--- config.mk ---
export PLATFORM = sky130hd
export DESIGN_NAME = cfu_rr_arbiter_flat
export DESIGN_NICKNAME = d
export VERILOG_FILES = /design/src/rtl/cfu_arb_pkg.sv /design/src/rtl/cfu_rr_arbiter_if.sv /design/src/rtl/cfu_rr_arbiter_route_fifo.sv /design/src/rtl/cfu_rr_arbiter.sv /design/src/flat_wrapper.sv
export SDC_FILE = /design/constraint.sdc
export NUM_CORES = 1
export LEC_CHECK = 0
export CAP_MARGIN = 20
export CORE_AREA = 2 2 167 169
export CTS_CLUSTER_DIAMETER = 40
export DETAILED_ROUTE_END_ITERATION = 6
export DIE_AREA = 0 0 169 171
export DONT_BUFFER_PORTS = 1
export PLACE_DENSITY = 0.3
export SLEW_MARGIN = 15
export SYNTH_ARGS = -nofsm -noshare
export SYNTH_HDL_FRONTEND = slang
export SYNTH_HIERARCHICAL = 1
export SYNTH_SLANG_ARGS = --single-unit
--- constraint.sdc ---
create_clock -name clk -period 3.2 [get_ports clk]
set_clock_uncertainty 0.05 [all_clocks]
set_input_delay 0.64 -clock clk [delete_from_list [all_inputs] [get_ports clk]]
set_output_delay 0.64 -clock clk [all_outputs]
set_load 0.01 [all_outputs]
--- src/rtl/cfu_arb_pkg.sv ---
// Shared types and helpers for the CFU round-robin arbiter.
package cfu_arb_pkg;

    typedef logic [2:0] cfu_status_t;

    localparam cfu_status_t CFU_STATUS_OK = 3'd0;

    // Width of a requester index; never narrower than one bit.
    function automatic int req_idx_w(input int num_req);
        return (num_req <= 2) ? 1 : $clog2(num_req);
    endfunction

endpackage

--- src/rtl/cfu_rr_arbiter_if.sv ---
// Request/response channel to a shared custom function unit.
interface cfu_interface import cfu_arb_pkg::*; #(
    parameter int ID_W = 3
) ();

    logic            req_valid;
    logic            req_ready;
    logic [ID_W-1:0] req_id;
    logic [31:0]     req_rs1;
    logic [31:0]     req_rs2;

    logic            resp_valid;
    logic            resp_ready;
    logic [ID_W-1:0] resp_id;
    cfu_status_t     resp_status;
    logic [31:0]     resp_data;

    modport master (
        output req_valid, req_id, req_rs1, req_rs2, resp_ready,
        input  req_ready, resp_valid, resp_id, resp_status, resp_data
    );

    modport slave (
        input  req_valid, req_id, req_rs1, req_rs2, resp_ready,
        output req_ready, resp_valid, resp_id, resp_status, resp_data
    );

endinterface

--- src/rtl/cfu_rr_arbiter_route_fifo.sv ---
// Register FIFO of requester indices; head steers in-order CFU responses.
module cfu_route_fifo #(
    parameter int DEPTH = 4,
    parameter int W     = 2
) (
    input  logic         clk,
    input  logic         rst_n,
    input  logic         push,
    input  logic [W-1:0] push_idx,
    input  logic         pop,
    output logic         full,
    output logic         empty,
    output logic [W-1:0] head
);

    localparam int PTR_W = $clog2(DEPTH);

    logic [DEPTH-1:0][W-1:0] mem;
    logic [PTR_W-1:0]        wr_ptr;
    logic [PTR_W-1:0]        rd_ptr;
    logic [PTR_W:0]          count;
    logic                    do_push;
    logic                    do_pop;

    assign full    = (count == (PTR_W+1)'(DEPTH));
    assign empty   = (count == '0);
    assign head    = mem[rd_ptr];
    assign do_push = push & ~full;
    assign do_pop  = pop & ~empty;

    // DEPTH is a power of two, so the pointers wrap by natural overflow.
    always_ff @(posedge clk or negedge rst_n) begin
        if (!rst_n) begin
            mem    <= '0;
            wr_ptr <= '0;
            rd_ptr <= '0;
            count  <= '0;
        end else begin
            if (do_push) begin
                mem[wr_ptr] <= push_idx;
                wr_ptr      <= wr_ptr + PTR_W'(1);
            end
            if (do_pop) begin
                rd_ptr <= rd_ptr + PTR_W'(1);
            end
            case ({do_push, do_pop})
                2'b10:   count <= count + (PTR_W+1)'(1);
                2'b01:   count <= count - (PTR_W+1)'(1);
                default: count <= count;
            endcase
        end
    end

endmodule

--- src/rtl/cfu_rr_arbiter.sv ---
// Round-robin front end sharing one in-order CFU between NUM_REQ requesters;
// responses are routed back through a FIFO of issuing requester indices.
module cfu_rr_arbiter import cfu_arb_pkg::*; #(
    parameter int NUM_REQ   = 4,
    parameter int ID_W      = 3,
    parameter int MAX_OUTST = 4
) (
    input  logic                          clk,
    input  logic                          rst_n,
    input  logic [NUM_REQ-1:0]            s_req_valid,
    output logic [NUM_REQ-1:0]            s_req_ready,
    input  logic [NUM_REQ-1:0][ID_W-1:0]  s_req_id,
    input  logic [NUM_REQ-1:0][31:0]      s_rs1,
    input  logic [NUM_REQ-1:0][31:0]      s_rs2,
    output logic [NUM_REQ-1:0]            s_resp_valid,
    input  logic [NUM_REQ-1:0]            s_resp_ready,
    output logic [ID_W-1:0]               s_resp_id,
    output cfu_status_t                   s_resp_status,
    output logic [31:0]                   s_resp_data,
    cfu_interface.master                  cfu,
    output logic                          err_orphan
);

    localparam int IDX_W = req_idx_w(NUM_REQ);

    logic [IDX_W-1:0] rr_ptr;
    logic [IDX_W-1:0] lock_idx;
    logic             lock;
    logic [IDX_W-1:0] rr_grant;
    logic [IDX_W-1:0] grant;
    logic [IDX_W-1:0] head;
    logic             fifo_full;
    logic             fifo_empty;
    logic             req_ok;
    logic             resp_ok;
    logic             req_hs;
    logic             resp_hs;

    // First valid requester at or after ptr, wrapping; ptr itself if none.
    function automatic logic [IDX_W-1:0] rr_pick(input logic [NUM_REQ-1:0] v,
                                                 input logic [IDX_W-1:0]   ptr);
        int idx;
        rr_pick = ptr;
        for (int k = NUM_REQ - 1; k >= 0; k--) begin
            idx = int'(ptr) + k;
            if (idx >= NUM_REQ) idx = idx - NUM_REQ;
            if (v[idx[IDX_W-1:0]]) rr_pick = idx[IDX_W-1:0];
        end
    endfunction

    assign rr_grant = rr_pick(s_req_valid, rr_ptr);
    assign grant    = lock ? lock_idx : rr_grant;

    // Handshake outputs are forced low while reset is asserted.
    assign req_ok  = rst_n & ~fifo_full;
    assign resp_ok = rst_n & ~fifo_empty;

    assign cfu.req_valid = s_req_valid[grant] & req_ok;
    assign cfu.req_id    = s_req_id[grant];
    assign cfu.req_rs1   = s_rs1[grant];
    assign cfu.req_rs2   = s_rs2[grant];
    assign req_hs        = cfu.req_valid & cfu.req_ready;

    assign cfu.resp_ready = s_resp_ready[head] & resp_ok;
    assign resp_hs        = cfu.resp_valid & cfu.resp_ready;

    assign s_resp_id     = cfu.resp_id;
    assign s_resp_status = cfu.resp_status;
    assign s_resp_data   = cfu.resp_data;

    for (genvar r = 0; r < NUM_REQ; r++) begin : g_lane
        assign s_req_ready[r]  = (grant == IDX_W'(r)) & cfu.req_ready & req_ok;
        assign s_resp_valid[r] = (head == IDX_W'(r)) & cfu.resp_valid & resp_ok;
    end

    cfu_route_fifo #(
        .DEPTH (MAX_OUTST),
        .W     (IDX_W)
    ) u_route_fifo (
        .clk      (clk),
        .rst_n    (rst_n),
        .push     (req_hs),
        .push_idx (grant),
        .pop      (resp_hs),
        .full     (fifo_full),
        .empty    (fifo_empty),
        .head     (head)
    );

    // A stalled grant (busy CFU or full FIFO) is pinned until it handshakes.
    always_ff @(posedge clk or negedge rst_n) begin
        if (!rst_n) begin
            rr_ptr     <= '0;
            lock       <= 1'b0;
            lock_idx   <= '0;
            err_orphan <= 1'b0;
        end else begin
            if (req_hs) begin
                rr_ptr <= (grant == IDX_W'(NUM_REQ - 1)) ? '0 : grant + IDX_W'(1);
            end
            lock     <= s_req_valid[grant] & ~req_hs;
            lock_idx <= grant;
            if (cfu.resp_valid && fifo_empty) begin
                err_orphan <= 1'b1;
            end
        end
    end

endmodule

--- src/flat_wrapper.sv ---
// flat-port wrapper written by rule: the top's interface ports become plain ports
module cfu_rr_arbiter_flat import cfu_arb_pkg::*;
#(
    parameter int NUM_REQ   = 4,
    parameter int ID_W      = 3,
    parameter int MAX_OUTST = 4
)
  (clk, rst_n, s_req_valid, s_req_ready, s_req_id, s_rs1, s_rs2, s_resp_valid, s_resp_ready, s_resp_id, s_resp_status, s_resp_data, err_orphan, cfu_req_valid, cfu_req_id, cfu_req_rs1, cfu_req_rs2, cfu_resp_ready, cfu_req_ready, cfu_resp_valid, cfu_resp_id, cfu_resp_status, cfu_resp_data);
  cfu_interface #(.ID_W(ID_W)) cfu_i ();
  input  logic clk;
  input  logic rst_n;
  input  logic [NUM_REQ-1:0] s_req_valid;
  output logic [NUM_REQ-1:0] s_req_ready;
  input  logic [NUM_REQ-1:0][ID_W-1:0] s_req_id;
  input  logic [NUM_REQ-1:0][31:0] s_rs1;
  input  logic [NUM_REQ-1:0][31:0] s_rs2;
  output logic [NUM_REQ-1:0] s_resp_valid;
  input  logic [NUM_REQ-1:0] s_resp_ready;
  output logic [ID_W-1:0] s_resp_id;
  output cfu_status_t s_resp_status;
  output logic [31:0] s_resp_data;
  output logic err_orphan;
  output wire logic [$bits(cfu_i.req_valid)-1:0] cfu_req_valid;
  output wire logic [$bits(cfu_i.req_id)-1:0] cfu_req_id;
  output wire logic [$bits(cfu_i.req_rs1)-1:0] cfu_req_rs1;
  output wire logic [$bits(cfu_i.req_rs2)-1:0] cfu_req_rs2;
  output wire logic [$bits(cfu_i.resp_ready)-1:0] cfu_resp_ready;
  input wire logic [$bits(cfu_i.req_ready)-1:0] cfu_req_ready;
  input wire logic [$bits(cfu_i.resp_valid)-1:0] cfu_resp_valid;
  input wire logic [$bits(cfu_i.resp_id)-1:0] cfu_resp_id;
  input wire logic [$bits(cfu_i.resp_status)-1:0] cfu_resp_status;
  input wire logic [$bits(cfu_i.resp_data)-1:0] cfu_resp_data;
  assign cfu_req_valid = cfu_i.req_valid;
  assign cfu_req_id = cfu_i.req_id;
  assign cfu_req_rs1 = cfu_i.req_rs1;
  assign cfu_req_rs2 = cfu_i.req_rs2;
  assign cfu_resp_ready = cfu_i.resp_ready;
  assign cfu_i.req_ready = cfu_req_ready;
  assign cfu_i.resp_valid = cfu_resp_valid;
  assign cfu_i.resp_id = cfu_resp_id;
  assign cfu_i.resp_status = cfu_resp_status;
  assign cfu_i.resp_data = cfu_resp_data;
  cfu_rr_arbiter #(.NUM_REQ(NUM_REQ), .ID_W(ID_W), .MAX_OUTST(MAX_OUTST)) u_core (.clk(clk), .rst_n(rst_n), .s_req_valid(s_req_valid), .s_req_ready(s_req_ready), .s_req_id(s_req_id), .s_rs1(s_rs1), .s_rs2(s_rs2), .s_resp_valid(s_resp_valid), .s_resp_ready(s_resp_ready), .s_resp_id(s_resp_id), .s_resp_status(s_resp_status), .s_resp_data(s_resp_data), .cfu(cfu_i), .err_orphan(err_orphan));
endmodule
* After elaboration in Yosys (flattened, before gate mapping)
Index checks and enable logic that the tools add are counted.
Operators by class: add/subtract/negate cells 12, multiply operators 0, divide/modulo/power cells 0, order comparisons 13, eq/ne operators 9, shift-type cells 0, muxes and demuxes 34, bitwise operators 28, reductions and logical operators 6
Operators by type and width (number):
- $bmux 32 s2 | 2
- $mux 32 | 2
- $and 1x1->1 | 25
- $lt 2x3->1 const B | 8
- $mux 2 | 12
- $bmux 1 s2 | 6
- $eq 2x2->1 const B | 5
- $ge 3x3->1 const B | 3
- $bwmux 8 | 1
- $sub 2x1->2 const B | 4
- $add 2x1->2 const B | 3
- $add 2x2->3 const B | 2
- $bmux 3 s2 | 1
- $eq 2x1->1 const B | 3
- $mux 1 | 6
- $pmux 3 s2 | 1
- $bmux 2 s2 | 1
- $demux 2 s2 | 1
- $logic_not 2->1 | 2
- $add 2x1->3 const B | 1
- $add 3x1->3 const B | 1
- $eq 3x3->1 const B | 1
- $ge 2x3->1 const B | 1
- $logic_not 3->1 | 1
- other kinds (6) | 9
Word-level totals: bits in registers 21, bits in latches 0, memory bits (writable) 0, memory bits (read-only) 0, bits of input ports 318, output and inout bits 116, word-level logic and storage cells 113, memories 0

* Logic depth before layout (Yosys ltp)
Gate-level depths: netlist of run 1.
depth after elaboration 17, gate-level depth with buffers 13, mapped depth without buffers 13

* By module
The synthesis of run 1 kept the hierarchy.
Modules (own cells, without submodules):
- cfu_rr_arbiter | times used 1, cells an instance 487, area each 2997.9 um2
- cfu_route_fifo | times used 1, cells an instance 58, area each 770.7 um2

* Worst setup path before layout of run 1
Ideal clock, no wire load.
path type input to register, from input s_req_valid[0], to register u_core.u_route_fifo.count[2], library setup time 0.079 ns, data arrival time 2.779 ns, data required time 3.071 ns, slack 0.292 ns, stages 13, path through or3b_1 > a21oi_1 > a32o_2 > inv_2 > a21oi_2 > o22ai_2 > nand2b_4 > ha_1 > inv_1 > fa_1 > xor2_1 > nor2_1 > xor2_1
Between the ends: cells in the longest elaborated chain, start to end 14, elaborated cells on any way between the ends 22, classes of those cells eq/ne (2); mux (16); bitwise (3); reduce/logical (1)
Ends and longest elaborated chain:
- start, declared | line flat_wrapper.sv:12 | input logic [NUM_REQ-1:0] s_req_valid;
- $bmux 1 s2 | line cfu_rr_arbiter.sv:47 | if (v[idx[IDX_W-1:0]]) rr_pick = idx[IDX_W-1:0];
- $mux 1 (implied by the code) | line cfu_rr_arbiter.sv:47
- $mux 2 (4 in a row) | line cfu_rr_arbiter.sv:47
- $mux 2 | line cfu_rr_arbiter.sv:52 | assign grant = lock ? lock_idx : rr_grant;
- $bmux 1 s2 * | line cfu_rr_arbiter.sv:58 | assign cfu.req_valid = s_req_valid[grant] & req_ok;
- $mux 1 (implied by the code) * | line cfu_rr_arbiter.sv:58
- $and 1x1->1 * | line cfu_rr_arbiter.sv:58
- $and 1x1->1 * | line cfu_rr_arbiter.sv:62 | assign req_hs = cfu.req_valid & cfu.req_ready;
- named net u_core.req_hs | line cfu_rr_arbiter.sv:36 | logic req_hs;
- $and 1x1->1 * | line cfu_rr_arbiter_route_fifo.sv:28 | assign do_push = push & ~full;
- $eq 2x1->1 / $eq 2x2->1 (equally long branches) | line cfu_rr_arbiter_route_fifo.sv:46 | case ({do_push, do_pop})
- $pmux 3 s2 / $reduce_bool 2->1 (equally long branches)
- end signal, assigned | line cfu_rr_arbiter_route_fifo.sv:47 | 2'b10: count <= count + (PTR_W+1)'(1);
- end signal, assigned | line cfu_rr_arbiter_route_fifo.sv:48 | 2'b01: count <= count - (PTR_W+1)'(1);
- end signal, assigned | line cfu_rr_arbiter_route_fifo.sv:49 | default: count <= count;
- end, declared | line cfu_rr_arbiter_route_fifo.sv:21 | logic [PTR_W:0] count;
Mark *: on every way through the listed nets, which the timed path passes. The rest lies on a longest branch. The select of a mux whose other input is x is not followed. A chain may end at the register's enable or synchronous reset.

* Worst setup path in the final report of run 1
from register u_core.rr_ptr[1], to output cfu_req_rs1[17]
Between the ends: cells in the longest elaborated chain, start to end 12, elaborated cells on any way between the ends 30, classes of those cells add/sub (7); order compare (4); mux (19)
Ends and longest elaborated chain:
- start, declared | line cfu_rr_arbiter.sv:26 | logic [IDX_W-1:0] rr_ptr;
- start signal, assigned | line cfu_rr_arbiter.sv:99 | rr_ptr <= (grant == IDX_W'(NUM_REQ - 1)) ? '0 : grant + IDX_W'(1);
- $add 2x2->3 | line cfu_rr_arbiter.sv:45 | idx = int'(ptr) + k;
- $ge 3x3->1 / $sub 2x1->2 (equally long branches) | line cfu_rr_arbiter.sv:46 | if (idx >= NUM_REQ) idx = idx - NUM_REQ;
- $mux 2 | line cfu_rr_arbiter.sv:46
- $bmux 1 s2 | line cfu_rr_arbiter.sv:47
- $mux 1 (implied by the code) | line cfu_rr_arbiter.sv:47
- $mux 2 (3 in a row) | line cfu_rr_arbiter.sv:47
- $mux 2 * | line cfu_rr_arbiter.sv:47
- $mux 2 * | line cfu_rr_arbiter.sv:52
- $bmux 32 s2 * | line cfu_rr_arbiter.sv:60 | assign cfu.req_rs1 = s_rs1[grant];
- $mux 32 (implied by the code) * | line cfu_rr_arbiter.sv:60
- end, declared | line flat_wrapper.sv:25 | output wire logic [$bits(cfu_i.req_rs1)-1:0] cfu_req_rs1;
Mark *: on every way between the ends. The rest lies on a longest branch, timed or not. The select of a mux whose other input is x is not followed.

==> results of run 1 <==
area by class of cell:
| cell class | count | area share |
|---|---|---|
| sequential | 21 | 0.1097 |
| multi-input combinational | 427 | 0.5988 |
| inverter | 12 | 0.01089 |
| clock buffer | 4 | 0.01634 |
| antenna | 3 | 0.001556 |
| tap | 346 | 0.08973 |
| timing repair buffer | 76 | 0.1730 |
worst max-delay path: cells and delay by family, from the launching register on:
family                 cells  cell delay, ps
DFF                        1             420
muxes                      1             380
buffers and inverters      5             780
AOI/OAI and AO/OA          4             610
cell usage after synthesis (7+ instances only):
cell type | count | area share
nand2_1 | 143 | 0.14
a211oi_1 | 68 | 0.14
a31oi_1 | 68 | 0.11
buf_4 | 47 | 0.094
and2_0 | 39 | 0.065
and2_1 | 30 | 0.050
buf_2 | 23 | 0.031
dfrtp_1 | 21 | 0.14
nor2_1 | 13 | 0.013
inv_1 | 11 | 0.011
mux2_2 | 11 | 0.033
clkbuf_1 | 10 | 0.010
ha_1 | 7 | 0.023
worst paths after layout:
kind	depth (start not counted)	start	slack [ps]	end
worst max-delay path	10	u_core/rr_ptr[1]	50	cfu_req_rs1[17]
worst min-delay path	0	rst_n	30	u_core/err_orphan
worst max register to register	10	u_core/u_route_fifo/rd_ptr[0]	270	u_core/u_route_fifo/count[2]
worst min register to register	1	u_core/u_route_fifo/mem[4]	450	u_core/u_route_fifo/mem[4]
max in group asynchronous	0	rst_n	2990	u_core/rr_ptr[1]
min in group clk	1	u_core/u_route_fifo/mem[4]	450	u_core/u_route_fifo/mem[4]
routing by layer:
metal,global-route usage,vias up,part of all wire
met5,0,-,0.00046
met4,0.02081,2,0.012
met3,0.04997,21,0.10
met2,0.2222,234,0.50
met1,0.1461,2017,0.39
li1,-,1883,-
stage by stage:
stage,util,cell area [µm²],instances
after global routing,0.1764,4820,887
after floorplan,-,3769,545
after detailed placement,0.1563,4272,867
after CTS,0.1628,4449,873
after global placement,0.1563,4272,867
final,0.1766,4825,889
where the power goes:
part	internal, mW	switching (mW)	total [mW]
Clock	0.170	0.0986	0.268
Combinational	2.77	3.75	6.52
Sequential	0.407	0.160	0.567
registers in the layout (all words and copies together), names as in the netlist:
register and cells:
u_core/err_orphan 1, u_core/rr_ptr 2, u_core/u_route_fifo/count 3, u_core/u_route_fifo/rd_ptr 2, u_core/lock_idx 2, u_core/u_route_fifo/mem 8
u_core/u_route_fifo/wr_ptr 2, u_core/lock 1
repair_timing:
item | in CTS | in global routing
pin swaps | 1 | 2
gates resized for setup | 9 | 50
setup buffers | 1 | 9
gates cloned | 1 | 5
endpoints found under the setup margin | 23 | 54
cells by family (layout without fill, tap and decap cells):
family / count (synthesis) / in the layout / synth area share
simple gates: 242 / 242 / 0.3078
other cells: 0 / 3 / 0
xor+xnor: 6 / 6 / 0.01395
flops: 21 / 21 / 0.1394
buf+inv: 97 / 92 / 0.1577
fa+ha+maj: 8 / 8 / 0.02855
mux: 19 / 19 / 0.06607
compound gates: 152 / 152 / 0.2865
==> reports/metrics.yaml, run 1 <==
floorplanning:
  core_um2: 27320
  die_area_um2: 28900
  start_util: 0.1379
  rows: 61
  dieWidth_um: 169
  die_y_um: 171
  ios: 434
route:
  num_vias: 4157
  vias_per_cell: 4.676
  drtIter0Drc: 180
  drc: 0
  routed_wl_um: 21530
  firstDrtPassIters: 5
  wl_per_cell_um: 24.21
  drt.antenna.violating_nets: 0
synth:
  synth-main-ff-cell: "dfrtp_1"
  netlist_area_um2: 3769
  yosysWarnings: 6
  syn_inst: 545
  async_flop_share: 1.000
  synth_fp_nets: 871
  ys_ff_latch: 21
  synth_cell_types: 46
  seq_area_frac_synth: 0.1394
  synth.avg_cell_area_um2: 6.915
  synth_edf_count: 0
flow_run:
  drv_cap: 0
status:
  status: "finished, final reports clean"
cts:
  clkTransAtPathRegs_ps: 60
  worstSkewPairLatency_ps: 250
  clockRootBuffer: "clkbuf_16"
  ctsHoldBuffers: 0
  ctsHtreeMaxLevel: 1
  cts_tree: "built"
  clock_sinks: 21
  clk_path_buf_depth: 2
  cts_buffers: 3
critical_path:
  max_stage_delay_ps: 420
  path_class: "flop to output pin"
  critPathLaunchType: "flop"
  worst_path_max_delay_cell: "dfrtp_2"
  crit_path_frequent_cell: "buf_4"
  worst-path-max-fanout: 36
  endpoint_kind: "output pin"
  worstPathArrival_ps: 2460
  required_ps: 2510
  path_cells: "mux2_2, a221oi_4, a221oi_4, buf_4, buf_12, buf_12, a211oi_2, a31oi_1, buf_4, buf_4"
pwr:
  power_density_nw_per_um2: 1525
  finalPower_mw: 7.358
  p_leak_nw: 1.813
  max-vdd-ir-drop_mv: 0.3486
final_layout:
  final_cell_mix: "142 x nand2_1, 61 x a31oi_1, 55 x buf_4, 48 x a211oi_1, 33 x and2_1"
  multi_input_area_um2: 2889
  ff_latch_area_um2: 529.3
  n_fill_cell: 3161
  syn2layout_area_growth_pct: 28.02
  fin_nets: 867
  layout_commonest_cell: "nand2_1"
  layout-drive-gt1-share: 0.2667
place:
  hpwl_um: 16960
  io_buffers: 0
  post-place-ws_ps: -146.7
  place_congestion: 0.7599
sta:
  slew_violations: 0
  final.setup.tns_ps: 0
  timing.hold.ws_ps: 28.17
  slew_headroom: 0.5414
  finalSetupViolCount: 0
  fmax_ghz: 0.3175
  fin_ws_ps: 50.25
  hold_violations: 0
  tightest_slew_ps: 688.0
  fin_crit_ps: 3150
  finalCritPeriodShare: 0.9843
  rsz0062_at_grt: "yes"
global_route:
  grt_first_pass_wirelength_um: 27230
  track_usage: 0.1260
  grt_max_degree: 45
  grt_pass1_vias: 4020
  overflow: 0
  antenna_found_initial: 6
hold_path:
  hp-class: "input port to asynchronous set/reset pin"
Note: power is estimated with default switching activity, not from simulation.
==> run 2, diff against run 1 <==
--- a/config.mk
+++ b/config.mk
@@ -11,6 +11,7 @@
 export DETAILED_ROUTE_END_ITERATION = 6
 export DIE_AREA = 0 0 169 171
 export DONT_BUFFER_PORTS = 1
+export GPL_TIMING_DRIVEN = 0
 export PLACE_DENSITY = 0.3
 export SLEW_MARGIN = 15
 export SYNTH_ARGS = -nofsm -noshare
==> run 2 against run 1 <==
  * Sequential power shrank 3.7%
  * Highest routed layer is now met4
  * Total power shrank 1.8%
  * Design area grew 4.3%
  * Die area is the same
  * Register-to-register slack is essentially flat
  * Global-route usage grew 1.8 points
  * Critical path type unchanged
==> reports/metrics.yaml, run 2 (synthesis results as in run 1) <==
floorplanning:
  rows: 61  # unchanged
  ios: 434  # unchanged
  dieWidth_um: 169  # unchanged
  die_area_um2: 28900  # unchanged
  die_y_um: 171  # unchanged
  start_util: 0.1379  # unchanged
  core_um2: 27320  # unchanged
route:
  routed_wl_um: 23440  # +8.9%
  drt.antenna.violating_nets: 0  # unchanged
  num_vias: 4152  # -0.12%
  wl_per_cell_um: 25.99  # +7.3%
  vias_per_cell: 4.603  # -1.6%
  drtIter0Drc: 284  # +58%
  drc: 0  # unchanged
  firstDrtPassIters: 4  # -1
pwr:
  p_leak_nw: 1.764  # -2.7%
  power_density_nw_per_um2: 1435  # -5.9%
  max-vdd-ir-drop_mv: 0.3319  # -4.8%
  finalPower_mw: 7.223  # -1.8%
hold_path:
  hp-class: "input port to asynchronous set/reset pin"
final_layout:
  layout_commonest_cell: "nand2_1"
  largest_reg_flops: 8  # unchanged
  syn2layout_area_growth_pct: 33.57
  fin_area_um2: 5034  # +4.3%
  fin_nets: 875  # +0.92%
  layout-drive-gt1-share: 0.3631  # +0.09647
  max_flop_register: "u_core/u_route_fifo/mem"
  layout.cells.non_filler: 902  # +1.5%
  n_fill_cell: 3150  # -0.35%
  reg_top3: "u_core/u_route_fifo/mem: 8 flops, u_core/u_route_fifo/count: 3 flops"
  utilization: 0.1842  # +0.007647
  final_cell_mix: "141 x nand2_1, 52 x a211oi_1, 50 x a31oi_2, 46 x buf_4, 39 x and2_0"
flow_run:
  drv_cap: 0  # unchanged
global_route:
  antenna_found_initial: 9  # +3
  overflow: 0  # unchanged
  grt_first_pass_wirelength_um: 30150  # +11%
  grt_pass1_vias: 3993  # -0.67%
  grt_max_degree: 28  # -38%
  track_usage: 0.1441  # +0.01814
sta:
  fin_ws_ps: 53.37  # +3.121 ps
  rsz0062_at_grt: "yes"
  tightest_slew_ps: 428.3  # -259.7 ps
  slew_violations: 0  # unchanged
  timing.hold.ws_ps: 31.84  # +3.674 ps
  finalSetupViolCount: 0  # unchanged
  final.setup.tns_ps: 0  # unchanged
  fin_crit_ps: 3147  # -3.121 ps
  slew_headroom: 0.7136  # +0.1722
  finalCritPeriodShare: 0.9833  # about the same
  fmax_ghz: 0.3178  # about the same
  hold_violations: 0  # unchanged
cts:
  clock_sinks: 21  # unchanged
  clockRootBuffer: "clkbuf_16"
  worstSkewPairLatency_ps: 250  # about the same
  clkTransAtPathRegs_ps: 60  # about the same
  cts_tree: "built"
  ctsHtreeMaxLevel: 1  # unchanged
  ctsHoldBuffers: 0  # unchanged
  post_cts_buffers: 0  # -1
  clk_path_buf_depth: 2  # unchanged
  cts_buffers: 3  # unchanged
status:
  status: "finished, final reports clean"
place:
  place_congestion: 0.8009  # +5.4%
  io_buffers: 0  # unchanged
  dp_cells: 891  # +2.8%
  post-place-ws_ps: -466.9  # -320.3 ps
  post_dp_cell_area_um2: 4202  # -1.6%
  hpwl_um: 20010  # +18%
critical_path:
  worst-path-max-fanout: 10  # -72%
  required_ps: 2510  # about the same
  worst_path_max_delay_cell: "a211oi_1"
  max_stage_delay_ps: 390  # -30 ps
  critPathLaunchType: "flop"
  crit_family: "compound AO/OA/AOI/OAI gates"
  path_class: "flop to output pin"
  crit_path_frequent_cell: "a221oi_2"
  worstPathArrival_ps: 2460  # about the same
  cp_num_buf_inv: 3  # -2
  endpoint_kind: "output pin"
  path_cells: "buf_2, mux2_2, a221oi_2, a221oi_2, buf_6, clkbuf_2, a211oi_1, a31oi_2"
run 2: metal layers:
| layer | track usage | wire length (µm) |
|---|---|---|
| met1 | 0.1846 | 9515 |
| met2 | 0.2434 | 11590 |
| met3 | 0.03516 | 1883 |
| met4 | 0.03530 | 456 |
| met5 | 0 | 0 |
run 2: repair_timing:
item	4_1_cts	5_1_grt
setup endpoints to repair	67	69
cloned	0	0
pin swaps	1	6
resized for setup	64	75
run 2: area by class of cell:
cell class / instances / area (µm²) / share of cell area
plain buffers: 84 / 634.4 / 0.1260
diodes: 8 / 20.02 / 0.003977
flip-flops and latches: 21 / 526.8 / 0.1046
inverters: 12 / 45.04 / 0.008949
multi-input cells: 427 / 3296 / 0.6547
clock buffers: 4 / 78.83 / 0.01566
well taps: 346 / 432.9 / 0.08601
run 2: power by group:
part           internal [mW]  switching (mW)
sequential             0.404           0.142
clock                  0.170          0.0933
combinational           2.21            4.21
total                   2.78            4.44
run 2: final timing paths:
| path | from | endpoint | slack [ps] | cells past startpoint |
|---|---|---|---|---|
| max | u_core/rr_ptr[1] | cfu_req_rs2[13] | 50 | 8 |
| min | rst_n | u_core/err_orphan | 30 | 0 |
| max reg2reg | u_core/u_route_fifo/rd_ptr[0] | u_core/u_route_fifo/count[2] | 280 | 10 |
| min reg2reg | u_core/u_route_fifo/mem[6] | u_core/u_route_fifo/mem[6] | 460 | 1 |
| max in group asynchronous | rst_n | u_core/rr_ptr[0] | 2990 | 0 |
| min in group clk | u_core/u_route_fifo/mem[6] | u_core/u_route_fifo/mem[6] | 460 | 1 |
==> run 3, diff against run 2 <==
--- a/config.mk
+++ b/config.mk
@@ -6,10 +6,10 @@
 export NUM_CORES = 1
 export LEC_CHECK = 0
 export CAP_MARGIN = 20
-export CORE_AREA = 2 2 167 169
+export CORE_AREA = 2 2 170 172
 export CTS_CLUSTER_DIAMETER = 40
 export DETAILED_ROUTE_END_ITERATION = 6
-export DIE_AREA = 0 0 169 171
+export DIE_AREA = 0 0 172 174
 export DONT_BUFFER_PORTS = 1
 export GPL_TIMING_DRIVEN = 0
 export PLACE_DENSITY = 0.3
==> run 3 against run 2 <==
  * Critical path depth stayed put
  * Sequential power grew 0.9%
  * Hold slack got worse by 7.8 ps
  * Total power rose by 0.88%
  * Flip-flop and latch count is the same
  * Cell count rose by 4.0%
  * Die area increased by 3.6%
  * Count of clock-buffer cells in the layout unchanged
  * Routed wire length is 1.0% lower
  * Design area rose by 1.9%
  * Critical path type unchanged
==> reports/metrics.yaml, run 3 (synthesis results as in run 1) <==
sta:
  rsz0062_at_grt: "yes"
  slew_violations: 0  # unchanged
  fin_ws_ps: 22.96  # -30.41 ps
  tightest_slew_ps: 509.1  # +80.82 ps
  final.setup.tns_ps: 0  # unchanged
  slew_headroom: 0.6586  # -0.05502
  fmax_ghz: 0.3148  # -0.96%
  hold_violations: 0  # unchanged
  finalSetupViolCount: 0  # unchanged
  finalCritPeriodShare: 0.9928  # +0.009504
  fin_crit_ps: 3177  # +30.41 ps
final_layout:
  layout_commonest_cell: "nand2_1"
  max_flop_register: "u_core/u_route_fifo/mem"
  final_cell_mix: "143 x nand2_1, 52 x buf_4, 49 x a31oi_2, 42 x a211oi_1, 39 x and2_0"
  layout.cells.non_filler: 938  # +4.0%
  fin_area_um2: 5130  # +1.9%
  fin_nets: 876  # +0.11%
  reg_top3: "u_core/u_route_fifo/mem: 8 flops, u_core/u_route_fifo/count: 3 flops"
  layout-drive-gt1-share: 0.3734  # +0.01027
  syn2layout_area_growth_pct: 36.12
  largest_reg_flops: 8  # unchanged
cts:
  clk_path_buf_depth: 2  # unchanged
  cts_tree: "built"
  ctsHoldBuffers: 0  # unchanged
  worstSkewPairLatency_ps: 260  # about the same
  clock_sinks: 21  # unchanged
  ctsHtreeMaxLevel: 1  # unchanged
  cts_buffers: 3  # unchanged
  clockRootBuffer: "clkbuf_16"
  clkTransAtPathRegs_ps: 60  # about the same
floorplanning:
  dieWidth_um: 172  # +1.8%
  start_util: 0.1335  # -0.004461
  rows: 62  # +1.6%
  ios: 434  # unchanged
  die_y_um: 174  # +1.8%
  core_um2: 28240  # +3.3%
  die_area_um2: 29930  # +3.6%
place:
  post-place-ws_ps: -419.7  # +47.18 ps
  post_dp_cell_area_um2: 4249  # +1.1%
  hpwl_um: 19560  # -2.2%
  place_congestion: 0.7859  # -1.9%
  dp_cells: 929  # +4.3%
  io_buffers: 0  # unchanged
route:
  num_vias: 4141  # -0.26%
  drt.antenna.violating_nets: 0  # unchanged
  vias_per_cell: 4.415  # -4.1%
  wl_per_cell_um: 24.74  # -4.8%
  routed_wl_um: 23210  # -1.0%
  drc: 0  # unchanged
  firstDrtPassIters: 4  # unchanged
  drtIter0Drc: 207  # -27%
critical_path:
  r2r_slack_ps: 230  # -50 ps
  path_class: "flop to output pin"
  endpoint_kind: "output pin"
  critPathLaunchType: "flop"
  required_ps: 2510  # about the same
  worst-path-max-fanout: 10  # unchanged
  worstPathArrival_ps: 2490  # +30 ps
global_route:
  use_met3: 0.03620  # +0.001041
  grt_use_met2: 0.2530  # +0.009605
  grt_first_pass_wirelength_um: 30460  # +1.1%
  antenna_found_initial: 7  # -2
  grt_max_degree: 28  # unchanged
  busiest_layer: "met2"
  grt_pass1_vias: 4164  # +4.3%
  use_met1: 0.1688  # -0.01582
  track_usage: 0.1401  # -0.004000
  overflow: 0  # unchanged
hold_path:
  hp-class: "input port to asynchronous set/reset pin"
status:
  status: "finished, final reports clean"
pwr:
  finalPower_mw: 7.286  # +0.88%
  p_leak_nw: 1.780  # +0.92%
  power_density_nw_per_um2: 1420  # -1.0%
  max-vdd-ir-drop_mv: 0.3102  # -6.5%
flow_run:
  drv_cap: 0  # unchanged
-- run 3: area by class of cell --
cell class	count	area [µm²]
fillers	3257	23110
well taps	384	480.5
flip-flops and latches	21	526.8
clock buffers	4	78.83
inverters	12	45.04
multi-input cells	427	3342
repair buffers	1	7.507
diodes	5	12.51
plain buffers	84	636.9
-- run 3: report_power, final --
part           internal (mW)  switching [mW]  leakage (nW)  total (mW)
logic                   2.25            4.22          1.49        6.46
registers              0.404           0.147         0.248       0.551
clock network          0.170           0.103        0.0382       0.273
-- run 3: critical path, stage by stage (launching register included) --
cell,delay [ps]
dfrtp_1,320
clkbuf_4,180
mux2_2,360
a221oi_4,310
a221oi_4,120
buf_6,190
clkbuf_2,240
a211oi_1,370
a31oi_2,130
-- run 3: path summary, 6_finish.rpt --
path,startpoint,to,cells past startpoint
setup / recovery,u_core/rr_ptr[1],cfu_req_rs1[22],8
hold / removal,rst_n,u_core/rr_ptr[1],0
setup reg to reg,u_core/rr_ptr[1],u_core/u_route_fifo/count[2],13
hold reg to reg,u_core/u_route_fifo/mem[6],u_core/u_route_fifo/mem[6],1
max in group asynchronous,rst_n,u_core/rr_ptr[0],0
min in group clk,cfu_resp_valid,u_core/err_orphan,1
-- run 3: metrics by stage --
stage,hold WS [ps],util
2_1_floorplan,294.4,-
5_1_grt,11.93,0.1816
3_3_place_gp,295.1,0.1505
4_1_cts,18.37,0.1663
3_5_place_dp,295.0,0.1505
6_report,24.04,0.1817
-- run 3: what timing repair did --
action / 4_1_cts / 5_1_grt
setup buffers: 0 / 1
pin swaps: 0 / 4
setup endpoints to repair: 68 / 71
gates resized for setup: 70 / 85
-- run 3: per-layer routing --
metal / up-vias / routed length [µm] / share of wire
li1: 1904 / - / -
met1: 2006 / 9180 / 0.40
met2: 215 / 11880 / 0.51
met3: 14 / 1916 / 0.083
met4: 2 / 215 / 0.0093
met5: - / 13 / 0.00056
==> edit 1 (config.mk and constraints of run 3) <==
Reset style: synchronous (`rst_n`), changed in 2 clocked blocks.
--- a/src/rtl/cfu_rr_arbiter_route_fifo.sv
+++ b/src/rtl/cfu_rr_arbiter_route_fifo.sv
@@ -31,3 +31,3 @@
     // DEPTH is a power of two, so the pointers wrap by natural overflow.
-    always_ff @(posedge clk or negedge rst_n) begin
+    always_ff @(posedge clk) begin
         if (!rst_n) begin
--- a/src/rtl/cfu_rr_arbiter.sv
+++ b/src/rtl/cfu_rr_arbiter.sv
@@ -90,3 +90,3 @@
     // A stalled grant (busy CFU or full FIFO) is pinned until it handshakes.
-    always_ff @(posedge clk or negedge rst_n) begin
+    always_ff @(posedge clk) begin
         if (!rst_n) begin
Behaviour: differs if rst_n is asserted again (counterexample within 4 cycles, from zero or initial values and one cycle with rst_n low); with rst_n held inactive, the same outputs for 4 cycles.
==> edit 1 against run 3 <==
Routed wire length rose by 4.6%. Worst hold slack better by 0.38 ns. Sequential share of layout area is 2.2 points lower. Via count rose by 9.4%. Fmax grew 1.5%. Sequential cell count stayed put. Synthesized area decreased by 0.40%. Setup slack improved by 0.047 ns. Cell area rose by 2.2%. Critical endpoint is now cfu_req_rs2[31]. Largest cell class unchanged.
Power is not compared: it rests on default switching activity, and its combinational part moved more than twofold at a synthesized area within 25%.
==> edit 1: results (changes against run 3) <==
- The register area came to 420 µm² (-20%).
- The amount of wire on met2 after detailed routing came to 12600 µm (+5.8%).
- The worst reg2reg path depth is 10 (-3).
- The worst reg2reg path startpoint is u_core/u_route_fifo/rd_ptr[1]$_SDFFE_PN0P_.
- The termination of the worst setup path is cfu_req_rs2[31].
- The overall track demand over capacity in global routing is 0.148 (+0.00800).
- The net count reported at finish is 982 (+12%).
- The run finished with clean final reports.
- The fraction of standard cell area in multi-input logic came to 0.645 (-0.00660).
- The slew at the pin with the worst max-slew slack is 0.585 ns (+0.0761 ns).
- The number of distinct library cell variants in the gate-level netlist after synthesis was 48 (+4.3%).
- The routed wire length on met3 is 1690 µm (-12%).
- The total instance count after detailed placement is 1026 (+10%).
- The length of routed wiring on met1 is 9960 µm (+8.5%).
- The number of diodes added for antenna fixing is 2 (-3).
- The placer congestion estimate is 0.794 (+1.0%).
- The routing usage on met2 is 0.282 (+0.0288).
- The total non-filler cell area in the finished layout is 5240 µm² (+2.2%).
- The multi-input combinational cell count was 517 (+21%).
- The worst slack on hold paths is 0.408 ns (+0.384 ns).
- The share of synthesized registers carrying an async set or reset is 0 (-1.00).
- The via count of the first global-routing pass is 4648 (+12%).
- Counting instances in the post-synthesis netlist gives the leading cell types as sky130_fd_sc_hd__nand2_1, sky130_fd_sc_hd__and3_1, sky130_fd_sc_hd__a31oi_1, sky130_fd_sc_hd__buf_4.
- The final-layout clock-cell area share is 0.0150 (-0.000330).
- The initial antenna violation count is 2 (-5).
- The worst path arrival time was 2.44 ns (-0.05 ns).
- The slack of the worst reg-to-reg path is 0.09 ns (-0.14 ns).
- The post-CTS resize count is 58 (-17%).
- In this run the critical register-to-register path is captured at u_core/u_route_fifo/count[2]$_SDFFE_PN0P_.
- The met3 track demand over resource in global routing is 0.0246 (-0.0116).
- The worst min-delay path category is register to register.
- The most used flip-flop cell after synthesis is sky130_fd_sc_hd__dfxtp_1.
- The buffering overhead is 0.155 (+0.0290).
- The detailed-placement wirelength estimate is 20300 µm (+3.7%).
- The highest metal layer carrying signal wires in the routed design is met4.
- The number of post-CTS setup repair buffers is 4 (+4).
- The share of cells above drive strength 1 came to 0.278 (-0.0955).
- The maximum clock frequency is 0.320 GHz (+1.5%).
- The total nets after synthesis is 968 (+11%).
- The final core utilization came to 0.186 (+0.00399).
- Ranked by total cell area, the synthesized netlist is headed by sky130_fd_sc_hd__nand2_1, sky130_fd_sc_hd__and3_1, sky130_fd_sc_hd__dfxtp_1.
- The met1 track demand over resource was 0.180 (+0.0113).
- The via count of the routed design was 4531 (+9.4%).
## edit 1: changes by cell type in the layout (fill, tap and decap cells not counted), sizes merged, moves of 12 or more
cell    delta
dfrtp     -21
and2      -64
and3      +67
a211oi    -67
nand2    +154
mux2      -12
mux2i     +14
dfxtp     +21
## edit 1: power by group
| group | internal [µW] | switching (µW) | total, µW |
|---|---|---|---|
| combinational | 1000 | 1770 | 2770 |
| clock | 170 | 98.7 | 269 |
| sequential | 281 | 16.8 | 297 |
## edit 1: worst max-delay path, cell delays in order
cell and delay [ns]:
sky130_fd_sc_hd__buf_12 0.09, sky130_fd_sc_hd__mux2i_4 0.20, sky130_fd_sc_hd__mux2i_2 0.10, sky130_fd_sc_hd__o41ai_2 0.33, sky130_fd_sc_hd__buf_6 0.21, sky130_fd_sc_hd__buf_12 0.12, sky130_fd_sc_hd__buf_6 0.20, sky130_fd_sc_hd__nand2_1 0.14
sky130_fd_sc_hd__a31oi_1 0.40
==> edit 2 (settings of run 3) <==
Made on the original files. `MAX_OUTST` is set to 4 in 2 places; all go to 8.
--- a/src/rtl/cfu_rr_arbiter.sv
+++ b/src/rtl/cfu_rr_arbiter.sv
@@ -5,3 +5,3 @@
     parameter int ID_W      = 3,
-    parameter int MAX_OUTST = 4
+    parameter int MAX_OUTST = 8
 ) (
--- a/src/flat_wrapper.sv
+++ b/src/flat_wrapper.sv
@@ -5,3 +5,3 @@
     parameter int ID_W      = 3,
-    parameter int MAX_OUTST = 4
+    parameter int MAX_OUTST = 8
 )
Function: same outputs for any inputs over 4 cycles, from zero or initial values and one cycle with rst_n low; that may be too few to reach the edited logic, so the function may still have changed.
==> edit 2 against run 3 <==
The flow now finishes with violations (negative setup slack). Die area stayed put. First-iteration DRC count is 29% higher. Count of clock-buffer cells in the layout is 3 higher. Routed wire length is 14% higher. Sequential cell count is 11 higher. Power is 26% higher. Setup slack worse by 0.27 ns. Synthesized area is 18% higher. Cell area is 26% higher. Critical path type is now register to register. Critical endpoint is now u_core/u_route_fifo/count[3]$_DFFE_PN0P_. Highest routed layer unchanged.
==> edit 2: results (changes against run 3) <==
- The min-delay analysis places its worst path in the category primary input to async pin.
- The number of distinct library cell variants in the gate-level netlist after synthesis is 58 (+26%).
- The count of routing violations after the opening detailed-route iteration was 268 (+29%).
- The overall track demand over capacity in global routing is 0.159 (+0.0185).
- The relative slew slack is 0.661 (+0.00229).
- The multiplexer area fraction after synthesis is 0.0960 (+0.0299).
- The fraction of the yosys area taken by sequential cells was 0.181 (+0.0413).
- Among all stages on the critical path, the largest delay is contributed by sky130_fd_sc_hd__mux4_2.
- The placer congestion estimate was 0.939 (+19%).
- The length of routed wiring on met1 is 9910 µm (+7.9%).
- The final critical-path setup slack was -0.249 ns (-0.272 ns).
- The worst path arrival time is 3.54 ns (+1.05 ns).
- The kind of critical path is register to register.
- The checks that failed: negative setup slack.
- In the synthesized netlist, the cells that appear most often are sky130_fd_sc_hd__nand2_1, sky130_fd_sc_hd__a211oi_1, sky130_fd_sc_hd__a31oi_1, sky130_fd_sc_hd__buf_4, sky130_fd_sc_hd__and2_0.
- The share of synthesized registers carrying an async set or reset is 1.00 (unchanged).
- The number of detailed-routing iterations run before antenna repair is 5 (+1).
- The buffer levels on the longest clock path is 2 (unchanged).
- The share of cells above drive strength 1 came to 0.443 (+0.0700).
- The run finished, with violations left.
- The number of buffers created by CTS is 5 (+2).
- The critical path startpoint is u_core/u_route_fifo/rd_ptr[0]$_DFFE_PN0P_.
- The final-layout setup total negative slack is -0.337 ns (-0.337 ns).
- The total nets after synthesis is 921 (+5.7%).
- The detailed-placement wirelength estimate is 21700 µm (+11%).
- In the final layout, the registers with the most flip-flops are u_core/u_route_fifo/mem: 16 flops, u_core/u_route_fifo/count: 4 flops.
- The number of endpoints failing setup at the final stage is 3 (+3).
- The share of synthesized cell area in full adder, half adder and majority cells is 0.0243 (-0.00427).
- The leakage component of the power is 0.00230 µW (+29%).
- The kind of cell adding the most delay to the critical path is multiplexers.
- The worst ir drop on vdd came to 0.000334 V (+7.7%).
- The maximum fanout along the worst path was 5 (-5).
- The via count of the first global-routing pass is 4882 (+17%).
- The via count of the routed design is 4840 (+17%).
- The number of levels in the clock H-tree came to 2 (+1).
- The final routed wirelength across all metal layers is 26400 µm (+14%).
- The pin count of the biggest net entering global routing is 39 (+39%).
- The amount of wire on met2 after detailed routing is 13000 µm (+9.2%).
- The number of fill cells is 3181 (-2.3%).
- The post-synthesis xor/xnor area fraction came to 0.0119 (-0.00208).
- By area the synthesized netlist is led by sky130_fd_sc_hd__dfrtp_1, sky130_fd_sc_hd__nand2_1, sky130_fd_sc_hd__a211oi_1.
- The peak per-stage delay on the critical path is 0.51 ns (+0.14 ns).
- The initial antenna violation count is 14 (+7).
- The net count reported at finish is 952 (+8.7%).
[edit 2: cell count changes in the layout (fill, tap and decap cells not counted), sizes merged, moves of 3 or more]
| cell | before | now |
|---|---|---|
| buf | 71 | 99 |
| dfrtp | 21 | 32 |
| mux2 | 14 | 25 |
| clkbuf | 18 | 23 |
| nor2 | 13 | 8 |
| diode | 5 | 9 |
| nand2 | 143 | 146 |
| nand3 | 1 | 4 |
| nor4b | 1 | 4 |
[edit 2: timing repair]
item                                    in CTS  in global routing
endpoints found under the setup margin      71                 72
gates resized for setup                     79                135
hold buffers                                 0                  0
cloned                                       0                  2
buffers inserted                             9                 14
pin swaps                                    5                 15
[edit 2: final timing paths]
check,slack [ns],end,depth (start not counted)
max,-0.25,u_core/u_route_fifo/count[3]$_DFFE_PN0P_,12
min,0.01,u_core/err_orphan$_DFFE_PN0P_,0
max reg2reg,-0.25,u_core/u_route_fifo/count[3]$_DFFE_PN0P_,12
min reg2reg,0.43,u_core/u_route_fifo/mem[13]$_DFFE_PN0P_,1
max in group asynchronous,2.99,u_core/rr_ptr[0]$_DFFE_PN0P_,0
min in group clk,0.43,u_core/u_route_fifo/mem[13]$_DFFE_PN0P_,1
[edit 2: cells by family after synthesis]
| family | Yosys count |
|---|---|
| adder cells (fa/ha/maj) | 8 |
| AO/OA/AOI/OAI | 158 |
| AND/OR/NAND/NOR | 255 |
| buffers and inverters | 104 |
| flip-flops | 32 |
| XOR/XNOR | 6 |
| multiplexers | 32 |
[edit 2: power breakdown]
group          switching [µW]  internal [µW]
combinational            4800           3010
clock                     165            409
sequential                181            596
total                    5150           4020
[edit 2: metrics by stage]
| step | setup WS [ns] | total power (µW) | std cells | cell area, µm² | util |
|---|---|---|---|---|---|
| floorplan | -0.166 | 4670 | 595 | 4500 | - |
| global placement | -0.562 | 6370 | 979 | 4980 | 0.176 |
| detailed placement | -0.557 | 6450 | 980 | 4990 | 0.177 |
| CTS | -0.235 | 7830 | 996 | 5640 | 0.200 |
| global route | -0.313 | 9770 | 1017 | 6480 | 0.230 |
| finish | -0.249 | 9160 | 1020 | 6490 | 0.230 |
[edit 2: layer usage]
layer  up-vias  GRT usage
met5         -     0.0201
met4         6     0.0315
met3        34     0.0656
met2       283      0.272
met1      2351      0.183
li1       2166          -
[edit 2: area by class of cell]
| class | instances | area, µm² | area share |
|---|---|---|---|
| multi-input cells | 459 | 3980 | 0.613 |
| flip-flops and latches | 32 | 803 | 0.124 |
| plain buffers | 89 | 736 | 0.113 |
| well taps | 384 | 480 | 0.0740 |
| repair buffers | 26 | 228 | 0.0351 |
| clock buffers | 7 | 153 | 0.0235 |
| inverters | 13 | 56.3 | 0.00868 |
| clock inverters | 1 | 30.0 | 0.00463 |
| diodes | 9 | 22.5 | 0.00347 |
